### src/rtl/mwa_pkg.sv
// Shared types and helpers for the masked word assembler and its write-path companions.
package mwa_pkg;

  typedef enum logic [1:0] {
    IDLE,
    COLLECT,
    DONE
  } state_t;

  localparam int MWA_W = 8;

  // Popcount of a default-width mask, reusable by the write-path lane packer.
  function automatic logic [$clog2(MWA_W+1)-1:0] popcount(input logic [MWA_W-1:0] mask);
    logic [$clog2(MWA_W+1)-1:0] count;
    count = '0;
    for (int i = 0; i < MWA_W; i++) begin
      count = count + ($clog2(MWA_W+1))'(mask[i]);
    end
    return count;
  endfunction

endpackage

### src/rtl/mask_popcount.sv
// Combinational popcount of a W-bit request mask.
module mask_popcount #(
  parameter int W = 8
) (
  input  logic [W-1:0]             mask,
  output logic [$clog2(W+1)-1:0]   count
);

  localparam int CW = $clog2(W+1);

  always_comb begin
    count = '0;
    for (int i = 0; i < W; i++) begin
      count = count + CW'(mask[i]);
    end
  end

endmodule

### src/rtl/masked_word_assembler.sv
// Packs popcount(mask) bytes from the receive stream into byte slots 0.. of a word,
// then presents the word with its mask; aborts with an ERR pulse on inter-byte timeout.
module masked_word_assembler
  import mwa_pkg::*;
#(
  parameter int W        = 8,
  parameter int BYTE_BIT = 8,
  parameter int TIMEOUT  = 1024
) (
  input  logic                  clk,
  input  logic                  rst_n,
  input  logic [W-1:0]          mask_in,
  input  logic                  mask_valid,
  output logic                  mask_ready,
  input  logic [BYTE_BIT-1:0]   rx_data,
  input  logic                  rx_valid,
  output logic                  rx_ready,
  output logic [W*BYTE_BIT-1:0] mem_out,
  output logic [W-1:0]          mask_out,
  output logic                  out_valid,
  input  logic                  out_ready,
  output logic                  err
);

  localparam int CW = $clog2(W+1);
  localparam int TW = $clog2(TIMEOUT+1);
  localparam logic [TW-1:0] TIMER_LAST = TW'(TIMEOUT-1);

  state_t                  state_q, state_d;
  logic [W*BYTE_BIT-1:0]   mem_q, mem_d;
  logic [W-1:0]            mask_q, mask_d;
  logic [CW-1:0]           idx_q, idx_d;
  logic [CW-1:0]           cnt_q, cnt_d;
  logic [TW-1:0]           timer_q, timer_d;
  logic                    err_q, err_d;
  logic [CW-1:0]           mask_count;

  logic mask_accept;
  logic rx_accept;
  logic last_byte;
  logic timer_expired;

  mask_popcount #(
    .W (W)
  ) u_mask_popcount (
    .mask  (mask_in),
    .count (mask_count)
  );

  assign mask_accept   = (state_q == IDLE) && mask_valid;
  assign rx_accept     = (state_q == COLLECT) && rx_valid;
  assign last_byte     = (idx_q == cnt_q - CW'(1));
  assign timer_expired = (timer_q == TIMER_LAST);

  always_ff @(posedge clk or negedge rst_n) begin
    if (!rst_n) begin
      state_q <= IDLE;
      mem_q   <= '0;
      mask_q  <= '0;
      idx_q   <= '0;
      cnt_q   <= '0;
      timer_q <= '0;
      err_q   <= 1'b0;
    end else begin
      state_q <= state_d;
      mem_q   <= mem_d;
      mask_q  <= mask_d;
      idx_q   <= idx_d;
      cnt_q   <= cnt_d;
      timer_q <= timer_d;
      err_q   <= err_d;
    end
  end

  always_comb begin
    state_d = state_q;
    case (state_q)
      IDLE: begin
        if (mask_valid) begin
          state_d = (mask_count == '0) ? DONE : COLLECT;
        end
      end
      COLLECT: begin
        // A byte arriving on the expiry cycle takes priority over the abort.
        if (rx_valid) begin
          if (last_byte) begin
            state_d = DONE;
          end
        end else if (timer_expired) begin
          state_d = IDLE;
        end
      end
      DONE: begin
        if (out_ready) begin
          state_d = IDLE;
        end
      end
      default: state_d = IDLE;
    endcase
  end

  always_comb begin
    mem_d   = mem_q;
    mask_d  = mask_q;
    idx_d   = idx_q;
    cnt_d   = cnt_q;
    timer_d = timer_q;
    err_d   = 1'b0;
    if (mask_accept) begin
      mask_d  = mask_in;
      mem_d   = '0;
      idx_d   = '0;
      cnt_d   = mask_count;
      timer_d = '0;
    end else if (rx_accept) begin
      for (int k = 0; k < W; k++) begin
        if (idx_q == CW'(k)) begin
          mem_d[k*BYTE_BIT +: BYTE_BIT] = rx_data;
        end
      end
      idx_d   = idx_q + CW'(1);
      timer_d = '0;
    end else if (state_q == COLLECT) begin
      if (timer_expired) begin
        err_d   = 1'b1;
        timer_d = '0;
      end else begin
        timer_d = timer_q + TW'(1);
      end
    end
  end

  always_comb begin
    mask_ready = (state_q == IDLE);
    rx_ready   = (state_q == COLLECT);
    out_valid  = (state_q == DONE);
    mem_out    = mem_q;
    mask_out   = mask_q;
    err        = err_q;
  end

endmodule

### config.mk
export PLATFORM = sky130hd
export DESIGN_NAME = masked_word_assembler
export DESIGN_NICKNAME = d
export VERILOG_FILES = /design/src/rtl/mwa_pkg.sv /design/src/rtl/mask_popcount.sv /design/src/rtl/masked_word_assembler.sv
export SDC_FILE = /design/constraint.sdc
export NUM_CORES = 1
export LEC_CHECK = 0
export BUFFER_PORTS_ARGS = -buffer_cell sky130_fd_sc_hd__buf_2
export CAP_MARGIN = 20
export CORE_ASPECT_RATIO = 0.6
export CORE_UTILIZATION = 49
export CTS_CLUSTER_DIAMETER = 100
export DETAILED_ROUTE_END_ITERATION = 12
export HOLD_SLACK_MARGIN = 0.03
export PLACE_DENSITY = 0.76
export RECOVER_POWER = 25
export SYNTH_ARGS = -nofsm -noshare
export SYNTH_HDL_FRONTEND = slang
export SYNTH_SLANG_ARGS = --single-unit
### constraint.sdc
create_clock -name clk -period 1.59 [get_ports clk]
set_input_delay 0.318 -clock clk [delete_from_list [all_inputs] [get_ports clk]]
set_output_delay 0.318 -clock clk [all_outputs]
set_load 0.01 [all_outputs]
==> results by group, run 1 <==
Synth
  – Cell taking the most area after synthesis: sky130_fd_sc_hd__dfrtp_1
  – Number of flops mapped to enable cells by yosys: 0
  – Yosys cell types: 43
  – Net count after synthesis: 437
  – Synth top area share: 53.9%
  – Number of storage elements in the synthesis netlist: 94
  – Sequential-to-total area share from yosys stat: 53.9%
  – Cell types occupying the most area after synthesis: sky130_fd_sc_hd__dfrtp_1, sky130_fd_sc_hd__mux2i_1, sky130_fd_sc_hd__nor2_1, sky130_fd_sc_hd__nand2_1, sky130_fd_sc_hd__ha_1
  – Count of synthesis-stage warnings from yosys: 0
  – Most instantiated flip-flop cell in the synthesis netlist: sky130_fd_sc_hd__dfrtp_1
  – Syn Inst Count: 403
  – Cell area after synthesis: 0.00436 mm^2
  – Mean instance size in the synthesized netlist: 10.8 um^2
  – Async set-or-reset flop fraction in the synthesized netlist: 100%

Setup path
  – Maximum fanout count along the critical path: 2
  – CP Data Required Time: 1800 ps
  – Worst Path Arrival: 3060 ps
  – Cell breakdown of the critical path: buf_6 > ha_4 > inv_2 > fa_1 > fa_1 > fa_2 > fa_2 > nand2b_4 > o31ai_4 > and3_1 > o22ai_1
  – Origin of the critical flop-to-flop path: cnt_q[0]$_DFFE_PN0P_
  – Worst path max stage delay: 540 ps
  – Crit path max-delay family: adder cells
  – Crit. Startpoint: mask_in[1]
  – Critical path class: primary input to flip-flop
  – Setup crit end kind: flip-flop
  – Cell type of the slowest stage on the worst timing path: sky130_fd_sc_hd__fa_1
  – Count of buffer and inverter cells on the critical path: 2
  – Crit start category: primary input

STA
  – Worst slew margin: 48.1%
  – Share of the clock period used by the worst path: 179%
  – Setup Skew: 4.52 ps
  – Final max-slew violation count: 0
  – Post-route setup slack: -1250 ps
  – Setup violation total in the final timing report: 6
  – Tightest Pin Transition: 778 ps
  – Timing-limited maximum frequency: 352 MHz
  – Post-layout min period: 2840 ps
  – Setup repair after global routing missed its margin: true
  – Worst hold slack across all endpoints: 185 ps
  – Hold Violations, Final: 0

Clock tree
  – CTS Root Buffer Type: sky130_fd_sc_hd__clkbuf_16
  – Clock network latency to the later pin of the worst-skew pair: 330 ps
  – Number of levels in the clock H-tree: 3
  – CTS clk-pin slew, worst paths: 60 ps
  – Number of buffers between clock root and the deepest sink: 2
  – Sink count of the clock tree: 94
  – Cts bufs inserted: 9
  – Clock tree from TritonCTS: yes

Detailed routing
  – Aggregate routed wire length: 10400 um
  – First-pass DRT Iterations: 4
  – Initial detailed-routing violation count: 183
  – Post-route ant nets: 0
  – Wirelength per Cell: 16.3 um
  – DRC violation count after routing: 0
  – Vias after detailed routing: 3322
  – Average via count per standard cell: 5.22

Floorplan
  – Floorplan row count: 26
  – Height of the die: 75.1 um
  – Total core area: 0.00856 mm^2
  – Width of the chip: 124 um
  – Area enclosed by the die boundary: 0.00929 mm^2
  – Top Ports: 97
  – Starting density of the core: 51.0%

Global route
  – Grt ovf: 0
  – Antenna violations before repair: 0
  – Total routing resource utilization after global routing: 23.3%
  – Maximum number of pins on one net before global-route repair: 49
  – Wire length of the first global-routing pass: 16200 um
  – Vias in the first global route: 3205

Finish
  – Leading cell types in the layout, fill and taps excluded: sky130_fd_sc_hd__buf_2, sky130_fd_sc_hd__dfrtp_1, sky130_fd_sc_hd__nor2_1, sky130_fd_sc_hd__mux2i_1, sky130_fd_sc_hd__nand2_1
  – Count of antenna diodes in the layout: 0
  – Layout cells sized above 1: 33.4%
  – Final Util: 65.7%
  – P&R area growth vs syn: 28.9%
  – Most common library cell in the layout ignoring fill and taps: sky130_fd_sc_hd__buf_2
  – Layout Nets: 553

Power and ir drop
  – Leakage power of the design: 3.37 nW
  – Post-layout total power: 0.00904 W
  – IR Drop Worst-Case VDD: 1.08 mV
  – Cell Pwr Density: 1610 mW/mm^2

Placed design
  – Placer's final routability congestion estimate: 0.799
  – Detailed Place HPWL: 7330 um
  – Number of port buffers: 96

Worst hold path
  – Worst min path class: primary input to flip-flop
  – Start point of the worst hold path: mask_in[1]

Outcome
  – Status: finished, violations left
  – Failing checks: negative setup slack

Flow run
  – Max_cap viols: 0
worst register-to-register path, cell delays in order (launching register included):
cell and delay, ps:
sky130_fd_sc_hd__dfrtp_1 410, sky130_fd_sc_hd__inv_1 60, sky130_fd_sc_hd__ha_1 200, sky130_fd_sc_hd__xnor2_1 180, sky130_fd_sc_hd__o211ai_1 100, sky130_fd_sc_hd__a2111oi_0 350, sky130_fd_sc_hd__buf_4 200, sky130_fd_sc_hd__o22ai_1 80
repair_timing:
item                                   in CTS  in global routing
pin swaps                                   2                 10
endpoints found under the hold margin      29                  0
hold buffers                                1                  0
setup buffers                               2                  6
setup endpoints to repair                  28                 58
gates resized for setup                    12                 11
metal layers:
metal	vias up	GRT usage (%)	share of wire [%]
met2	86	36.4	46
met4	0	6.16	0.84
met1	1659	32.0	46
li1	1568	-	-
met3	9	7.05	6.7
met5	-	0	0
stage by stage:
step                      TNS (ps)  area [um^2]  setup slack (ps)  std cells
final                        -6070         5620             -1250        636
after global routing         -6650         5620             -1350        636
after CTS                    -5500         5560             -1230        630
after detailed placement     -7890         5150             -1670        611
after global placement       -7290         5150             -1570        611
after floorplan              -6040         4390             -1360        403
flip-flops by register name, summed over array words and instances (netlist names):
name and flops:
cnt_q 4, mem_out 64, state_q 2, timer_q 11, mask_out 8, idx_q 4, err 1
cells in the mapped netlist (2+ instances only):
cell type	n
sky130_fd_sc_hd__nor2b_1	3
sky130_fd_sc_hd__xnor2_1	8
sky130_fd_sc_hd__a21o_1	2
sky130_fd_sc_hd__buf_2	8
sky130_fd_sc_hd__nand3_2	4
sky130_fd_sc_hd__fa_1	4
sky130_fd_sc_hd__a31o_2	2
sky130_fd_sc_hd__mux2i_1	65
sky130_fd_sc_hd__o21ai_0	13
sky130_fd_sc_hd__nand2_1	31
sky130_fd_sc_hd__nand2b_1	2
sky130_fd_sc_hd__ha_1	9
sky130_fd_sc_hd__or2_2	2
sky130_fd_sc_hd__nor4_1	2
sky130_fd_sc_hd__clkbuf_1	18
sky130_fd_sc_hd__nor2_1	71
sky130_fd_sc_hd__o22ai_1	2
sky130_fd_sc_hd__dfrtp_1	94
sky130_fd_sc_hd__a21oi_1	6
sky130_fd_sc_hd__nand4_1	2
sky130_fd_sc_hd__o211ai_1	2
sky130_fd_sc_hd__xor2_1	3
sky130_fd_sc_hd__nand3_1	5
sky130_fd_sc_hd__nand3b_1	4
sky130_fd_sc_hd__and2_1	2
sky130_fd_sc_hd__nor3_1	4
sky130_fd_sc_hd__inv_1	19
cell type report:
cell class                      count  area [um^2]
Fill cell                         675         2940
Sequential cell                    94         2350
Multi-Input combinational cell    263         1910
Timing Repair Buffer              132          817
Clock buffer                       11          243
Tap cell                          112          140
Clock inverter                      5         81.3
Inverter                           19         71.3
cells by family (layout without fill, tap and decap cells):
logic type / Yosys count / after routing / share of synthesized area (%)
flip-flops: 94 / 94 / 53.9
AO/OA/AOI/OAI: 36 / 36 / 5.45
AND/OR/NAND/NOR: 138 / 138 / 14.7
adder cells (fa/ha/maj): 13 / 13 / 4.42
XOR/XNOR: 11 / 11 / 2.21
buffers and inverters: 46 / 167 / 4.36
multiplexers: 65 / 65 / 14.9
worst paths after layout:
path	endpoint	depth (start not counted)	slack, ps
hold / removal	mask_out[1]$_DFFE_PN0P_	3	180
max in group asynchronous	mem_out[1]$_DFFE_PN0P_	3	210
setup / recovery	state_q[0]$_DFFE_PN0P_	11	-1250
min in group asynchronous	mask_out[2]$_DFFE_PN0P_	2	600
setup reg to reg	state_q[0]$_DFFE_PN0P_	7	-110
hold reg to reg	mask_out[3]$_DFFE_PN0P_	2	480
power breakdown:
part	internal [W]	leakage [nW]	switching, W
registers	0.00299	1.27	0.000425
clock network	0.00142	0.156	0.000869
logic	0.00149	1.94	0.00185
Power figures use the tool's default switching activity.
==> run 2: changes to the inputs <==
- CTS_BUF_LIST: unset -> sky130_fd_sc_hd__clkbuf_16
- RECOVER_POWER: 25 -> 100
==> results by group, run 2 (same netlist as run 1, synthesis figures left out) <==
Floorplan
  – Height of the die: 75.1 um (unchanged)
  – Top Ports: 97 (unchanged)
  – Floorplan row count: 26 (unchanged)
  – Starting density of the core: 51.0% (unchanged)
  – Total core area: 0.00856 mm^2 (unchanged)
  – Area enclosed by the die boundary: 0.00929 mm^2 (unchanged)
  – Width of the chip: 124 um (unchanged)

Power and ir drop
  – Total net switching power: 0.00315 W (was 0.00314 W)
  – Cell-internal power: 0.00571 W (was 0.00590 W)
  – Power share of the sequential group: 38.7% (was 37.7%)
  – IR Drop Worst-Case VDD: 1.05 mV (was 1.08 mV)
  – Switching share of power: 35.6% (was 34.8%)
  – Leakage power of the design: 3.05 nW (was 3.37 nW)
  – Portion of total power attributed to the clock network: 25.3% (about the same)
  – Logic pwr share: 36.1% (was 36.9%)
  – Cell Pwr Density: 1610 mW/mm^2 (about the same)

Detailed routing
  – Average via count per standard cell: 5.23 (was 5.22)
  – DRC violation count after routing: 0 (unchanged)
  – Wirelength per Cell: 16.3 um (about the same)
  – Post-route ant nets: 0 (unchanged)
  – Highest metal layer with signal wires: met4 (unchanged)
  – M1 WL: 4780 um (was 4790 um)
  – Routed met3 length: 710 um (was 691 um)
  – Aggregate routed wire length: 10400 um (about the same)
  – First-pass DRT Iterations: 5 (was 4)
  – Initial detailed-routing violation count: 171 (was 183)
  – DR WL met2: 4810 um (was 4800 um)
  – Vias after detailed routing: 3329 (was 3322)

Clock tree
  – Number of levels in the clock H-tree: 3 (unchanged)
  – Number of buffers between clock root and the deepest sink: 2 (unchanged)
  – Clock tree from TritonCTS: yes (unchanged)
  – Sink count of the clock tree: 94 (unchanged)
  – CTS Root Buffer Type: sky130_fd_sc_hd__clkbuf_16 (unchanged)
  – CTS clk-pin slew, worst paths: 60 ps (about the same)
  – Cts bufs inserted: 9 (unchanged)
  – Clock network latency to the later pin of the worst-skew pair: 330 ps (about the same)

Global route
  – Grt ovf: 0 (unchanged)
  – Maximum number of pins on one net before global-route repair: 49 (unchanged)
  – Total routing resource utilization after global routing: 23.3% (unchanged)
  – Wire length of the first global-routing pass: 16200 um (unchanged)
  – Vias in the first global route: 3205 (unchanged)
  – Antenna violations before repair: 0 (unchanged)

Setup path
  – Maximum fanout count along the critical path: 2 (unchanged)
  – R2R depth: 7 (unchanged)
  – CP Data Required Time: 1800 ps (about the same)
  – Worst Path Arrival: 3060 ps (about the same)
  – Critical path class: primary input to flip-flop (unchanged)
  – R2R setup slack: -110 ps (about the same)
  – Crit. Startpoint: mask_in[1] (unchanged)
  – Origin of the critical flop-to-flop path: cnt_q[0]$_DFFE_PN0P_ (unchanged)
  – Setup crit end kind: flip-flop (unchanged)
  – Critical Path Sink: state_q[0]$_DFFE_PN0P_ (unchanged)
  – Destination of the worst register-to-register timing path: state_q[0]$_DFFE_PN0P_ (unchanged)
  – Crit start category: primary input (unchanged)

STA
  – Worst hold slack across all endpoints: 184 ps (was 185 ps)
  – Post-layout min period: 2840 ps (about the same)
  – Final max-slew violation count: 0 (unchanged)
  – Post-route setup slack: -1250 ps (about the same)
  – Hold Violations, Final: 0 (unchanged)
  – Setup violation total in the final timing report: 15 (was 6)
  – Sum Neg Setup Slack: -6440 ps (was -6070 ps)
  – Setup repair after global routing missed its margin: true (unchanged)
  – Share of the clock period used by the worst path: 179% (about the same)
  – Tightest Pin Transition: 781 ps (was 778 ps)
  – Worst slew margin: 47.9% (was 48.1%)
  – Setup Skew: 4.64 ps (was 4.52 ps)
  – Timing-limited maximum frequency: 352 MHz (about the same)

Placed design
  – Pre-CTS setup slack: -1670 ps (unchanged)
  – Detailed Place HPWL: 7330 um (unchanged)
  – Placer's final routability congestion estimate: 0.799 (unchanged)
  – Number of port buffers: 96 (unchanged)

Finish
  – Count of antenna diodes in the layout: 0 (unchanged)
  – FILL cells: 721 (was 675)
  – Most common library cell in the layout ignoring fill and taps: sky130_fd_sc_hd__dfrtp_1 (was sky130_fd_sc_hd__buf_2)
  – P&R area growth vs syn: 26.2% (was 28.9%)
  – Leading cell types in the layout, fill and taps excluded: sky130_fd_sc_hd__dfrtp_1, sky130_fd_sc_hd__clkbuf_1, sky130_fd_sc_hd__nor2_1, sky130_fd_sc_hd__mux2i_1, sky130_fd_sc_hd__nand2_1 (was sky130_fd_sc_hd__buf_2, sky130_fd_sc_hd__dfrtp_1, sky130_fd_sc_hd__nor2_1, sky130_fd_sc_hd__mux2i_1, sky130_fd_sc_hd__nand2_1)
  – Layout Nets: 553 (unchanged)
  – Largest register FFs: 64 (unchanged)
  – Layout cells sized above 1: 18.3% (was 33.4%)

Worst hold path
  – Worst min path class: primary input to flip-flop (unchanged)

Outcome
  – Failing checks: negative setup slack (unchanged)
  – Status: finished, violations left (unchanged)

Flow run
  – Max_cap viols: 0 (unchanged)
## run 2: metrics by stage
step	std cells	area (um^2)	util, %	power [W]
final	636	5500	64.3	0.00886
after global routing	636	5500	64.3	0.00940
after CTS	630	5550	64.9	0.00897
after detailed placement	611	5150	60.2	0.00662
after global placement	611	5150	60.2	0.00645
after floorplan	403	4390	-	0.00535
## run 2: routing by layer
layer / vias up / track usage [%]
li1: 1569 / -
met1: 1661 / 32.0
met5: - / 0
met4: 0 / 6.16
met3: 9 / 7.05
met2: 90 / 36.4
## run 2: cell type report
class / instances / area (um^2) / share of cell area (%)
flip-flops and latches: 94 / 2350 / 42.8
repair buffers: 132 / 723 / 13.1
clock buffers: 9 / 225 / 4.09
inverters: 19 / 71.3 / 1.30
multi-input cells: 263 / 1900 / 34.5
well taps: 112 / 140 / 2.55
clock inverters: 7 / 88.8 / 1.61
## run 2: critical path, stage by stage
cell                       delay (ps)
sky130_fd_sc_hd__buf_6            100
sky130_fd_sc_hd__ha_4             250
sky130_fd_sc_hd__inv_2             30
sky130_fd_sc_hd__fa_1             540
sky130_fd_sc_hd__fa_1             450
sky130_fd_sc_hd__fa_2             400
sky130_fd_sc_hd__fa_2             360
sky130_fd_sc_hd__nand2b_4         170
sky130_fd_sc_hd__o31ai_4          190
sky130_fd_sc_hd__and3_1           190
sky130_fd_sc_hd__o22ai_1           70
## run 2: worst min path at each step
stage / startpoint / endpoint / slack (ps) / depth (start not counted)
after global routing: mask_in[0] / mask_out[0]$_DFFE_PN0P_ / 210 / 3
final: mask_in[1] / mask_out[1]$_DFFE_PN0P_ / 180 / 3
after detailed placement: rst_n / mask_out[2]$_DFFE_PN0P_ / 290 / 1
after global placement: rst_n / mask_out[2]$_DFFE_PN0P_ / 280 / 1
after CTS: mask_in[1] / mask_out[1]$_DFFE_PN0P_ / 180 / 3
after floorplan: rst_n / cnt_q[0]$_DFFE_PN0P_ / 20 / 0
## run 2: repair_timing
action | 4_1_cts | 5_1_grt
endpoints found under the hold margin | 29 | 0
pin swaps | 2 | 10
buffers inserted | 2 | 6
hold buffers | 1 | 0
setup endpoints to repair | 28 | 58
gates resized for setup | 12 | 11
## run 2: power by group through the flow
stage	clock [W]	combinational, W	sequential, W
2_1_floorplan	0	0.00177	0.00358
3_3_place_gp	0	0.00306	0.00339
3_5_place_dp	0	0.00320	0.00342
4_1_cts	0.00227	0.00330	0.00340
5_1_grt	0.00236	0.00355	0.00349
6_report	0.00224	0.00320	0.00342
